===== src/rtl/clint_pkg.sv =====
// Shared types, register offsets and helpers for the core-local interruptor.
package clint_pkg;

  typedef logic [31:0] clint_word_t;
  typedef logic [3:0]  clint_be_t;

  localparam logic [15:0] MSIP_OFF        = 16'h0000;
  localparam logic [15:0] MTIMECMP_LO_OFF = 16'h4000;
  localparam logic [15:0] MTIMECMP_HI_OFF = 16'h4004;
  localparam logic [15:0] MTIME_LO_OFF    = 16'hBFF8;
  localparam logic [15:0] MTIME_HI_OFF    = 16'hBFFC;

  typedef enum logic [2:0] {
    REG_NONE,
    REG_MSIP,
    REG_CMP_LO,
    REG_CMP_HI,
    REG_TIME_LO,
    REG_TIME_HI
  } clint_reg_t;

  function automatic clint_word_t apply_be(clint_word_t old, clint_word_t wdata, clint_be_t be);
    clint_word_t res;
    res = old;
    for (int unsigned i = 0; i < 4; i++) begin
      if (be[i]) res[8*i +: 8] = wdata[8*i +: 8];
    end
    return res;
  endfunction

  // Word address in, register select out; the two byte-offset bits never reach here.
  function automatic clint_reg_t decode(logic [13:0] word);
    logic [15:0] off;
    off = {word, 2'b00};
    case (off)
      MSIP_OFF:        return REG_MSIP;
      MTIMECMP_LO_OFF: return REG_CMP_LO;
      MTIMECMP_HI_OFF: return REG_CMP_HI;
      MTIME_LO_OFF:    return REG_TIME_LO;
      MTIME_HI_OFF:    return REG_TIME_HI;
      default:         return REG_NONE;
    endcase
  endfunction

endpackage


===== src/rtl/clint_timer_if.sv =====
// Memory-mapped slave bus for the CLINT: request side plus registered read return.
interface clint_timer_if;
  logic                     valid;
  logic                     ready;
  logic                     we;
  logic [15:0]              addr;
  clint_pkg::clint_word_t   wdata;
  clint_pkg::clint_be_t     be;
  clint_pkg::clint_word_t   rdata;
  logic                     rvalid;

  modport master (
    output valid, we, addr, wdata, be,
    input  ready, rdata, rvalid
  );

  modport slave (
    input  valid, we, addr, wdata, be,
    output ready, rdata, rvalid
  );
endinterface


===== src/rtl/clint_mtime_counter.sv =====
// Prescaler plus 64-bit mtime with byte-strobed word writes.
// CLINT_PRESCALE_EN builds the prescaler; otherwise mtime advances every enabled cycle.
module clint_mtime_counter
  import clint_pkg::*;
#(
  parameter logic [15:0] PRESCALE  = 16'd1,
  parameter logic [63:0] MTIME_RST = 64'd0
) (
  input  logic        clk,
  input  logic        reset,
  input  logic        tick_en,
  input  logic        wr_lo,
  input  logic        wr_hi,
  input  clint_be_t   be,
  input  clint_word_t wdata,
  output logic [63:0] mtime
);

  logic        tick;
  logic [63:0] inc;
  logic [63:0] mtime_next;

`ifdef CLINT_PRESCALE_EN
  logic [15:0] cnt;
  logic        at_wrap;

  assign at_wrap = (cnt == (PRESCALE - 16'd1));
  assign tick    = tick_en && at_wrap;

  always_ff @(posedge clk) begin
    if (reset) begin
      cnt <= '0;
    end else if (tick_en) begin
      cnt <= at_wrap ? '0 : cnt + 16'd1;
    end
  end
`else
  logic [15:0] unused_prescale;

  assign unused_prescale = PRESCALE;
  assign tick            = tick_en;
`endif

  // Increment first, then overlay written bytes so unwritten bytes keep the ticked value.
  always_comb begin
    inc        = mtime + {63'd0, tick};
    mtime_next = inc;
    if (wr_lo) mtime_next[31:0]  = apply_be(inc[31:0], wdata, be);
    if (wr_hi) mtime_next[63:32] = apply_be(inc[63:32], wdata, be);
  end

  always_ff @(posedge clk) begin
    if (reset) begin
      mtime <= MTIME_RST;
    end else begin
      mtime <= mtime_next;
    end
  end

endmodule


===== src/rtl/clint_timer.sv =====
// Core-local interruptor: mtime/mtimecmp/MSIP behind a never-stalling slave port.
// Optional prescaler is enabled with the CLINT_PRESCALE_EN macro.
module clint_timer
  import clint_pkg::*;
#(
  parameter logic [15:0] PRESCALE  = 16'd1,
  parameter logic [63:0] MTIME_RST = 64'd0
) (
  input  logic            clk,
  input  logic            reset,
  clint_timer_if.slave    bus,
  output logic            timer_int,
  output logic            soft_int
);

  logic        accept;
  logic        wr;
  logic        rd;
  clint_reg_t  sel;
  logic [63:0] mtime;
  logic [63:0] mtimecmp;
  logic        msip;
  clint_word_t rd_word;
  logic [1:0]  unused_addr_lo;

  assign bus.ready      = 1'b1;
  assign accept         = bus.valid && bus.ready;
  assign wr             = accept && bus.we;
  assign rd             = accept && !bus.we;
  assign sel            = decode(bus.addr[15:2]);
  assign unused_addr_lo = bus.addr[1:0];

  clint_mtime_counter #(
    .PRESCALE  (PRESCALE),
    .MTIME_RST (MTIME_RST)
  ) u_mtime (
    .clk     (clk),
    .reset   (reset),
    .tick_en (1'b1),
    .wr_lo   (wr && (sel == REG_TIME_LO)),
    .wr_hi   (wr && (sel == REG_TIME_HI)),
    .be      (bus.be),
    .wdata   (bus.wdata),
    .mtime   (mtime)
  );

  always_ff @(posedge clk) begin
    if (reset) begin
      mtimecmp <= '1;
      msip     <= 1'b0;
    end else if (wr) begin
      case (sel)
        REG_MSIP:   if (bus.be[0]) msip <= bus.wdata[0];
        REG_CMP_LO: mtimecmp[31:0]  <= apply_be(mtimecmp[31:0], bus.wdata, bus.be);
        REG_CMP_HI: mtimecmp[63:32] <= apply_be(mtimecmp[63:32], bus.wdata, bus.be);
        default:    ;
      endcase
    end
  end

  always_comb begin
    rd_word = '0;
    case (sel)
      REG_MSIP:    rd_word = {31'd0, msip};
      REG_CMP_LO:  rd_word = mtimecmp[31:0];
      REG_CMP_HI:  rd_word = mtimecmp[63:32];
      REG_TIME_LO: rd_word = mtime[31:0];
      REG_TIME_HI: rd_word = mtime[63:32];
      default:     rd_word = '0;
    endcase
  end

  // Read data is sampled from pre-edge state, so same-cycle writes/ticks are not visible.
  always_ff @(posedge clk) begin
    if (reset) begin
      bus.rdata  <= '0;
      bus.rvalid <= 1'b0;
      timer_int  <= 1'b0;
    end else begin
      bus.rvalid <= rd;
      if (rd) bus.rdata <= rd_word;
      timer_int <= (mtime >= mtimecmp);
    end
  end

  assign soft_int = msip;

endmodule


===== src/flat_wrapper.sv =====
// flat-port wrapper written by rule: the top's interface ports become plain ports
module clint_timer_flat import clint_pkg::*;
#(
  parameter logic [15:0] PRESCALE  = 16'd1,
  parameter logic [63:0] MTIME_RST = 64'd0
)
  (clk, reset, timer_int, soft_int, bus_valid, bus_we, bus_addr, bus_wdata, bus_be, bus_ready, bus_rdata, bus_rvalid);
  clint_timer_if bus_i ();
  input  logic clk;
  input  logic reset;
  output logic timer_int;
  output logic soft_int;
  input wire logic [$bits(bus_i.valid)-1:0] bus_valid;
  input wire logic [$bits(bus_i.we)-1:0] bus_we;
  input wire logic [$bits(bus_i.addr)-1:0] bus_addr;
  input wire logic [$bits(bus_i.wdata)-1:0] bus_wdata;
  input wire logic [$bits(bus_i.be)-1:0] bus_be;
  output wire logic [$bits(bus_i.ready)-1:0] bus_ready;
  output wire logic [$bits(bus_i.rdata)-1:0] bus_rdata;
  output wire logic [$bits(bus_i.rvalid)-1:0] bus_rvalid;
  assign bus_i.valid = bus_valid;
  assign bus_i.we = bus_we;
  assign bus_i.addr = bus_addr;
  assign bus_i.wdata = bus_wdata;
  assign bus_i.be = bus_be;
  assign bus_ready = bus_i.ready;
  assign bus_rdata = bus_i.rdata;
  assign bus_rvalid = bus_i.rvalid;
  clint_timer #(.PRESCALE(PRESCALE), .MTIME_RST(MTIME_RST)) u_core (.clk(clk), .reset(reset), .bus(bus_i), .timer_int(timer_int), .soft_int(soft_int));
endmodule

===== config.mk =====
export PLATFORM = sky130hd
export DESIGN_NAME = clint_timer_flat
export DESIGN_NICKNAME = d
export VERILOG_FILES = /design/src/rtl/clint_pkg.sv /design/src/rtl/clint_timer_if.sv /design/src/rtl/clint_mtime_counter.sv /design/src/rtl/clint_timer.sv /design/src/flat_wrapper.sv
export SDC_FILE = /design/constraint.sdc
export NUM_CORES = 1
export LEC_CHECK = 0
export ABC_AREA = 1
export CORE_MARGIN = 10
export CORE_UTILIZATION = 33
export CTS_CLUSTER_DIAMETER = 200
export DETAILED_ROUTE_END_ITERATION = 6
export SETUP_SLACK_MARGIN = 0.05
export SYNTH_ARGS = -nofsm -noshare
export SYNTH_HDL_FRONTEND = slang
export SYNTH_SLANG_ARGS = --single-unit
export TNS_END_PERCENT = 30

===== constraint.sdc =====
create_clock -name clk -period 3.9 [get_ports clk]
set_clock_uncertainty 0.05 [all_clocks]
set_input_delay 0.39 -clock clk [delete_from_list [all_inputs] [get_ports clk]]
set_output_delay 0.39 -clock clk [all_outputs]
set_load 0.05 [all_outputs]

# ---- After elaboration in Yosys (flattened, before gate mapping)
# Cells that the tools add are included.
# W data, S select, Z words.
dict set report classes {
  add_sub_neg 1
  n_lt_le_gt_ge 1
  n_eq_ne 9
  mux 12
  reduce_logical 15
}
# cell count
set op_table {}
lappend op_table {{$pmux W32 S5} 1}
lappend op_table {{$add A64 B1 Y64 const B} 1}
lappend op_table {{$ge A64 B64 Y1} 1}
lappend op_table {{$mux W32} 2}
lappend op_table {{$mux W8} 8}
lappend op_table {{$eq A14 B13 Y1 const B} 2}
lappend op_table {{$eq A14 B14 Y1 const B} 2}
lappend op_table {{$reduce_and A3 Y1} 9}
lappend op_table {{$pmux W3 S5} 1}
lappend op_table {{$logic_not A14 Y1} 1}
lappend op_table {{$eq A3 B2 Y1 const B} 2}
lappend op_table {{$eq A3 B3 Y1 const B} 2}
lappend op_table {{$logic_and A1 B1 Y1} 4}
lappend op_table {{$eq A3 B1 Y1 const B} 1}
lappend op_table {{$logic_not A1 Y1} 1}
dict set report word_totals {
  reg_bits 163
  in_bits 56
}

# ---- Longest topological paths before layout
dict set report depth {
  word_depth 5
  ltp_mapped 17
  mapped_depth_nobuf 17
}

# ---- Hierarchy
# From an unflattened synthesis, not the netlist that was laid out.
dict set report unflattened {
  cells_unflattened 1689
  hier_area_um2 10826.6
}
# module n_inst cells_each area_per_inst_um2 seq_area_each_um2
set by_module_without_submodules {}
lappend by_module_without_submodules {clint_timer 1 911 6293.5 1981.9}
lappend by_module_without_submodules {clint_mtime_counter 1 778 4533.1 1281.2}

# ---- Least setup slack after synthesis
# OpenSTA, ideal clock, no wires.
dict set report synth_timing {
  kind {reg2reg}
  startpoint {register u_core.u_mtime.mtime[1]}
  endpoint {register u_core.u_mtime.mtime[54]}
  setup_time_ps 109
  arrival_time_ps 1554
  required_ps 3741
  slack_ps 2187
  path_stages_with_launch 11
  period_less_slack_ps 1713
  path_cell_list {dfxtp_1 -> ha_1 -> nand2_1 -> nor2_4 -> nand3_2 -> nor3_2 -> nand3_1 -> xor2_1 -> nand2_1 -> nand2_1 -> inv_1}
}
dict set report synth_via {
  elab_chain_cells 3
}
# element line
set synth_rtl {}
lappend synth_rtl {{from (decl)} clint_mtime_counter.sv:16} ;# output logic [63:0] mtime
lappend synth_rtl {{from (signal assigned)} clint_mtime_counter.sv:56} ;# mtime <= mtime_next;
lappend synth_rtl {{$add A64 B1 Y64 (*)} clint_mtime_counter.sv:46} ;# inc = mtime + {63'd0, tick};
lappend synth_rtl {{$mux W8} clint_pkg.sv:26} ;# if (be[i]) res[8*i +: 8] = wdata[8*i +: 8];
lappend synth_rtl {{$mux W32 (*)} clint_mtime_counter.sv:49} ;# if (wr_hi) mtime_next[63:32] = apply_be(inc[63:32], wdata, be);
# Mark *: on every way between the ends. The rest lies on a longest branch, timed or not.
# A chain may end at the register's enable or synchronous reset.

# ---- Worst setup path in the final report
dict set report layout_timing {
  startpoint {input port bus_addr[13]}
  endpoint {register u_core.u_mtime.mtime[34]}
}
dict set report layout_via {
  elab_chain_cells 5
  elab_cells_between_ends 9
}
# element line
set layout_rtl {}
lappend layout_rtl {{from (decl)} flat_wrapper.sv:15} ;# input wire logic [$bits(bus_i.addr)-1:0] bus_addr;
lappend layout_rtl {{$eq A14 B14 Y1 (tied with other cells)} clint_pkg.sv:35} ;# case (off)
lappend layout_rtl {{$pmux W3 S5 (*)} clint_pkg.sv:35}
lappend layout_rtl {{$eq A3 B3 Y1 (*)} clint_timer.sv:41} ;# .wr_hi (wr && (sel == REG_TIME_HI)),
lappend layout_rtl {{$logic_and A1 B1 Y1 (*)} clint_timer.sv:41}
lappend layout_rtl {{$mux W32 (*)} clint_mtime_counter.sv:49}
# Marked as above.

==> metrics.log <==
[metrics] status: complete, no violations
[metrics] clk sinks: around 160
[metrics] fraction of synthesized area in multiplexers: 0%
[metrics] buffers added on ports: 88
[metrics] gp weighted congestion: between 0.9 and 1
[metrics] count of synthesis-stage warnings from yosys: 0
[metrics] multi-input combinational cell area: 6120 um^2
[metrics] worst-case register-to-register setup slack: 1.59 ns
[metrics] Post-Syn Area: between 10,000 and 15,000 um^2
[metrics] Compound-Gate Fraction of Synth Area: around 16%
[metrics] design area: 12,200 um^2
[metrics] most used flip-flop cell after synthesis: sky130_fd_sc_hd__dfxtp_1
[metrics] number of max-cap violations: 0
[metrics] clock network latency to the later pin of the worst-skew pair: around 0.45 ns
[metrics] WS Path Type: input pin to register
[metrics] instance count of the mapped netlist: between 1,500 and 2,000
[metrics] count of final setup violators: 0
[metrics] length in cells of the worst reg-to-reg path: 9
[metrics] detailed-route wire length per cell: between 15 and 20 um
[metrics] Starting Density: 33.7%
[metrics] distinct cell type count of the synthesized netlist: 36
[metrics] Die X-Extent: a little under 200 um
[metrics] placed wire-length estimate: slightly above 30,000 um
[metrics] transition time of the tightest slew-check pin: roughly 0.81 ns
[metrics] clock tree from TritonCTS: built
[metrics] worst slew margin relative to its limit: between 40% and 50%
[metrics] total of hold buffers inserted after clock tree synthesis: 0
[metrics] per-cell via count in the routed design: between 5 and 6
[metrics] post-synthesis register bit count: between 150 and 200
[metrics] data required time at the worst endpoint: roughly 4.2 ns
[metrics] Post-CTS Setup Repair Bufs: 0
[metrics] post-synthesis async set-or-reset flop share: 0%
[metrics] vias: around 11,000
[metrics] first-pass GRT wire length: about 60,000 um
[metrics] setup repair after global routing missed its margin: false
[metrics] Final min period: between 2 and 2.5 ns
[metrics] Site Rows: 64
[metrics] post-route fraction of the period consumed by the critical path: 63.9%
[metrics] topmost layer with routed signal wires: met5
[metrics] pwr dens: approximately 290 nW/um^2
[metrics] Final #Nets: ~1,800
[metrics] htree depth: 4
[metrics] register cell area after layout: approximately 3300 um^2
[metrics] main combinational cell family by area after synthesis: simple AND/OR/NAND/NOR gates
[metrics] EDFF count, synth: 0
[metrics] static leakage: around 0.0056 uW
[metrics] data arrival time at the worst-slack endpoint: 2.78 ns
[metrics] detailed-route wire length: 39,400 um
[metrics] synth-to-layout area growth: 17.9%
[metrics] die span in y: between 150 and 200 um
[metrics] crit path capture type: register
[metrics] initial drt markers: 880
[metrics] Final Hold Fails: 0
[metrics] post-CTS clock slew at the launch and capture registers of the worst setup and hold paths: approximately 0.070 ns
[metrics] Hold/Removal Path Class: register to register
[metrics] post-synthesis xor/xnor area fraction: under 10%
[metrics] post-route non-filler standard cell count: roughly 2,000
[metrics] fin util: about two fifths
[metrics] number of antenna violations at the first check in global routing: 1
[metrics] Post-Synth Simple-Gate Area: around 33%
[metrics] synthesized area divided by synthesized cell count: roughly 6.6 um^2
[metrics] Clock Path Buffers: 2
[metrics] via count of the first global-routing pass: 10,300
[metrics] fraction of final layout cells with drive strength greater than 1: between 5 and 6%
[metrics] largest net degree at the start of global routing: 130
[metrics] Post-Synth Adder-Cell Area: ~8%
[metrics] number of detailed-route iterations in the first pass: 5
[metrics] placeable core region: 30,700 um^2
[metrics] Fill cells: between 3,000 and 4,000
[metrics] CP Max Fanout: 5
[metrics] count of antenna-violating nets left after detailed routing: 0
[metrics] Root Buffer Master: sky130_fd_sc_hd__clkbuf_16
[metrics] sum of negative setup slack: 0 ns
[metrics] Worst Setup Start Kind: input pin
[metrics] net count after synthesis: about 1,700
[metrics] WL met3: 2470 um
[metrics] Worst Hold Path Cells: 2
[metrics] I/O pins: 92
[metrics] met2 WL: between 15,000 and 20,000 um
[metrics] sequential cell area fraction in the yosys report: about a third
[metrics] Die Footprint: 38,900 um^2
[metrics] residual overflow from global routing: 0
[metrics] Achievable Freq: approximately 0.4 GHz
[metrics] Num CTS Buffers: 17
[metrics] final count of pins violating max slew: 0
[metrics] global routing usage summed across all routing layers: 20.2%
[metrics] Placement Cell Area: about 12,000 um^2
[metrics] number of antenna cells inserted: 0
[metrics] number of gates resized after cts: 0
[metrics] remaining design rule violation count: 0
[metrics] total routed wire length on the met1 layer: between 15,000 and 20,000 um
[metrics] Cells after DPL: between 2,000 and 2,500
[metrics] Max IR drop VDD: between 300 and 400 uV
[flip-flops by register name, indices dropped and copies added (netlist names)]
name and flops:
u_core.u_mtime.mtime 64, u_core.bus.rdata 32, u_core.timer_int 1, u_core.mtimecmp 64
u_core.soft_int 1, u_core.bus.rvalid 1
[metal layers]
layer / global-route usage (%) / vias up
li1: - / 5329
met5: 0 / -
met1: 27.1 / 5061
met3: 3.58 / 60
met2: 32.0 / 351
met4: 6.52 / 2
[power breakdown]
| group | total, uW | switching (uW) | internal [uW] |
|---|---|---|---|
| Combinational | 184 | 116 | 68.8 |
| Sequential | 1670 | 4.38 | 1670 |
| Clock | 1720 | 770 | 947 |
[critical path: stages]
cell	delay, ns
sky130_fd_sc_hd__clkdlybuf4s50_1	0.45
sky130_fd_sc_hd__nor2_1	0.11
sky130_fd_sc_hd__nand2_1	0.07
sky130_fd_sc_hd__nor3_1	0.24
sky130_fd_sc_hd__nand2_1	0.19
sky130_fd_sc_hd__a21oi_1	0.67
sky130_fd_sc_hd__nand2_1	0.33
sky130_fd_sc_hd__o21ai_0	0.26
sky130_fd_sc_hd__nor2_1	0.07
[cell type report]
cell class              count  share of cell area [%]
inverters                 206                    6.34
repair buffers            100                    8.05
clock buffers              17                    3.48
multi-input cells        1151                    50.1
clock inverters            14                    1.25
well taps                 396                    4.05
flip-flops and latches    163                    26.7
[kinds of logic after synthesis]
kind of cell	after synthesis
buffers and inverters	255
xor gates and xnor gates	33
other	1
AOI/OAI and AO/OA	287
adders and majority gates	65
DFF	163
and+or+nand+nor	765
[Yosys cell counts (2+ instances only)]
master | number | area share [%]
sky130_fd_sc_hd__a21oi_1 | 87 | 4.2
sky130_fd_sc_hd__buf_2 | 14 | 0.68
sky130_fd_sc_hd__buf_4 | 2 | 0.14
sky130_fd_sc_hd__clkbuf_1 | 31 | 1.1
sky130_fd_sc_hd__dfxtp_1 | 163 | 31
sky130_fd_sc_hd__ha_1 | 65 | 7.8
sky130_fd_sc_hd__inv_1 | 204 | 7.4
sky130_fd_sc_hd__inv_2 | 2 | 0.072
sky130_fd_sc_hd__nand2_1 | 376 | 14
sky130_fd_sc_hd__nand2_2 | 3 | 0.18
sky130_fd_sc_hd__nand3_1 | 125 | 6.0
sky130_fd_sc_hd__nand3_2 | 5 | 0.48
sky130_fd_sc_hd__nand3b_1 | 5 | 0.36
sky130_fd_sc_hd__nand4_1 | 26 | 1.6
sky130_fd_sc_hd__nor2_1 | 149 | 5.4
sky130_fd_sc_hd__nor2_2 | 6 | 0.36
sky130_fd_sc_hd__nor2_4 | 5 | 0.54
sky130_fd_sc_hd__nor3_1 | 41 | 2.0
sky130_fd_sc_hd__nor3_2 | 6 | 0.58
sky130_fd_sc_hd__nor3_4 | 4 | 0.63
sky130_fd_sc_hd__o211ai_1 | 57 | 4.1
sky130_fd_sc_hd__o21a_1 | 3 | 0.22
sky130_fd_sc_hd__o21ai_0 | 102 | 4.9
sky130_fd_sc_hd__o21ai_1 | 6 | 0.29
sky130_fd_sc_hd__o22ai_1 | 31 | 1.9
sky130_fd_sc_hd__or2_0 | 5 | 0.30
sky130_fd_sc_hd__or2_2 | 6 | 0.36
sky130_fd_sc_hd__xnor2_1 | 12 | 1.0
sky130_fd_sc_hd__xor2_1 | 21 | 1.8
[per-stage QoR]
step / hold slack, ns / total power, uW / worst slack [ns]
after global routing: 0.439 / 3680 / 1.21
after detailed placement: 0.407 / 1890 / 0.961
after floorplan: 0.392 / 1780 / 2.19
final: 0.417 / 3570 / 1.41
after global placement: 0.404 / 1890 / 1.01
after CTS: 0.418 / 3600 / 1.45
[cells in the final DEF (no fill, tap or decap)]
master and instances:
sky130_fd_sc_hd__nand2_1 376, sky130_fd_sc_hd__inv_1 203, sky130_fd_sc_hd__dfxtp_1 163, sky130_fd_sc_hd__nor2_1 148
sky130_fd_sc_hd__nand3_1 125, sky130_fd_sc_hd__o21ai_0 102, sky130_fd_sc_hd__clkdlybuf4s50_1 88, sky130_fd_sc_hd__a21oi_1 87
sky130_fd_sc_hd__ha_1 65, sky130_fd_sc_hd__o211ai_1 57, sky130_fd_sc_hd__nor3_1 41, sky130_fd_sc_hd__o22ai_1 31
sky130_fd_sc_hd__nand4_1 26, sky130_fd_sc_hd__xor2_1 21, sky130_fd_sc_hd__clkbuf_16 17, sky130_fd_sc_hd__xnor2_1 12
sky130_fd_sc_hd__buf_4 11, sky130_fd_sc_hd__nor2_2 7, sky130_fd_sc_hd__o21ai_1 6, sky130_fd_sc_hd__or2_2 6
sky130_fd_sc_hd__nor2_4 5, sky130_fd_sc_hd__nor3_2 5, sky130_fd_sc_hd__nand3b_1 5, sky130_fd_sc_hd__nor3_4 5
sky130_fd_sc_hd__nand3_2 5, sky130_fd_sc_hd__or2_0 5, sky130_fd_sc_hd__inv_6 5, sky130_fd_sc_hd__clkinvlp_4 4
sky130_fd_sc_hd__nand2_2 3, sky130_fd_sc_hd__clkinv_2 3, sky130_fd_sc_hd__o21a_1 3, sky130_fd_sc_hd__inv_2 2
sky130_fd_sc_hd__bufinv_16 2, sky130_fd_sc_hd__or2_1 1, sky130_fd_sc_hd__nand2_4 1, sky130_fd_sc_hd__nand2b_1 1
sky130_fd_sc_hd__a21o_1 1, sky130_fd_sc_hd__conb_1 1, sky130_fd_sc_hd__clkinv_4 1, sky130_fd_sc_hd__buf_12 1
[path summary, 6_finish.rpt]
check,from,to
max,bus_addr[13],u_core.u_mtime.mtime[34]
min,u_core.bus.rdata[29],u_core.bus.rdata[29]
max reg2reg,u_core.u_mtime.mtime[23],u_core.u_mtime.mtime[57]
min reg2reg,u_core.bus.rdata[29],u_core.bus.rdata[29]
Power figures use the tool's default switching activity.
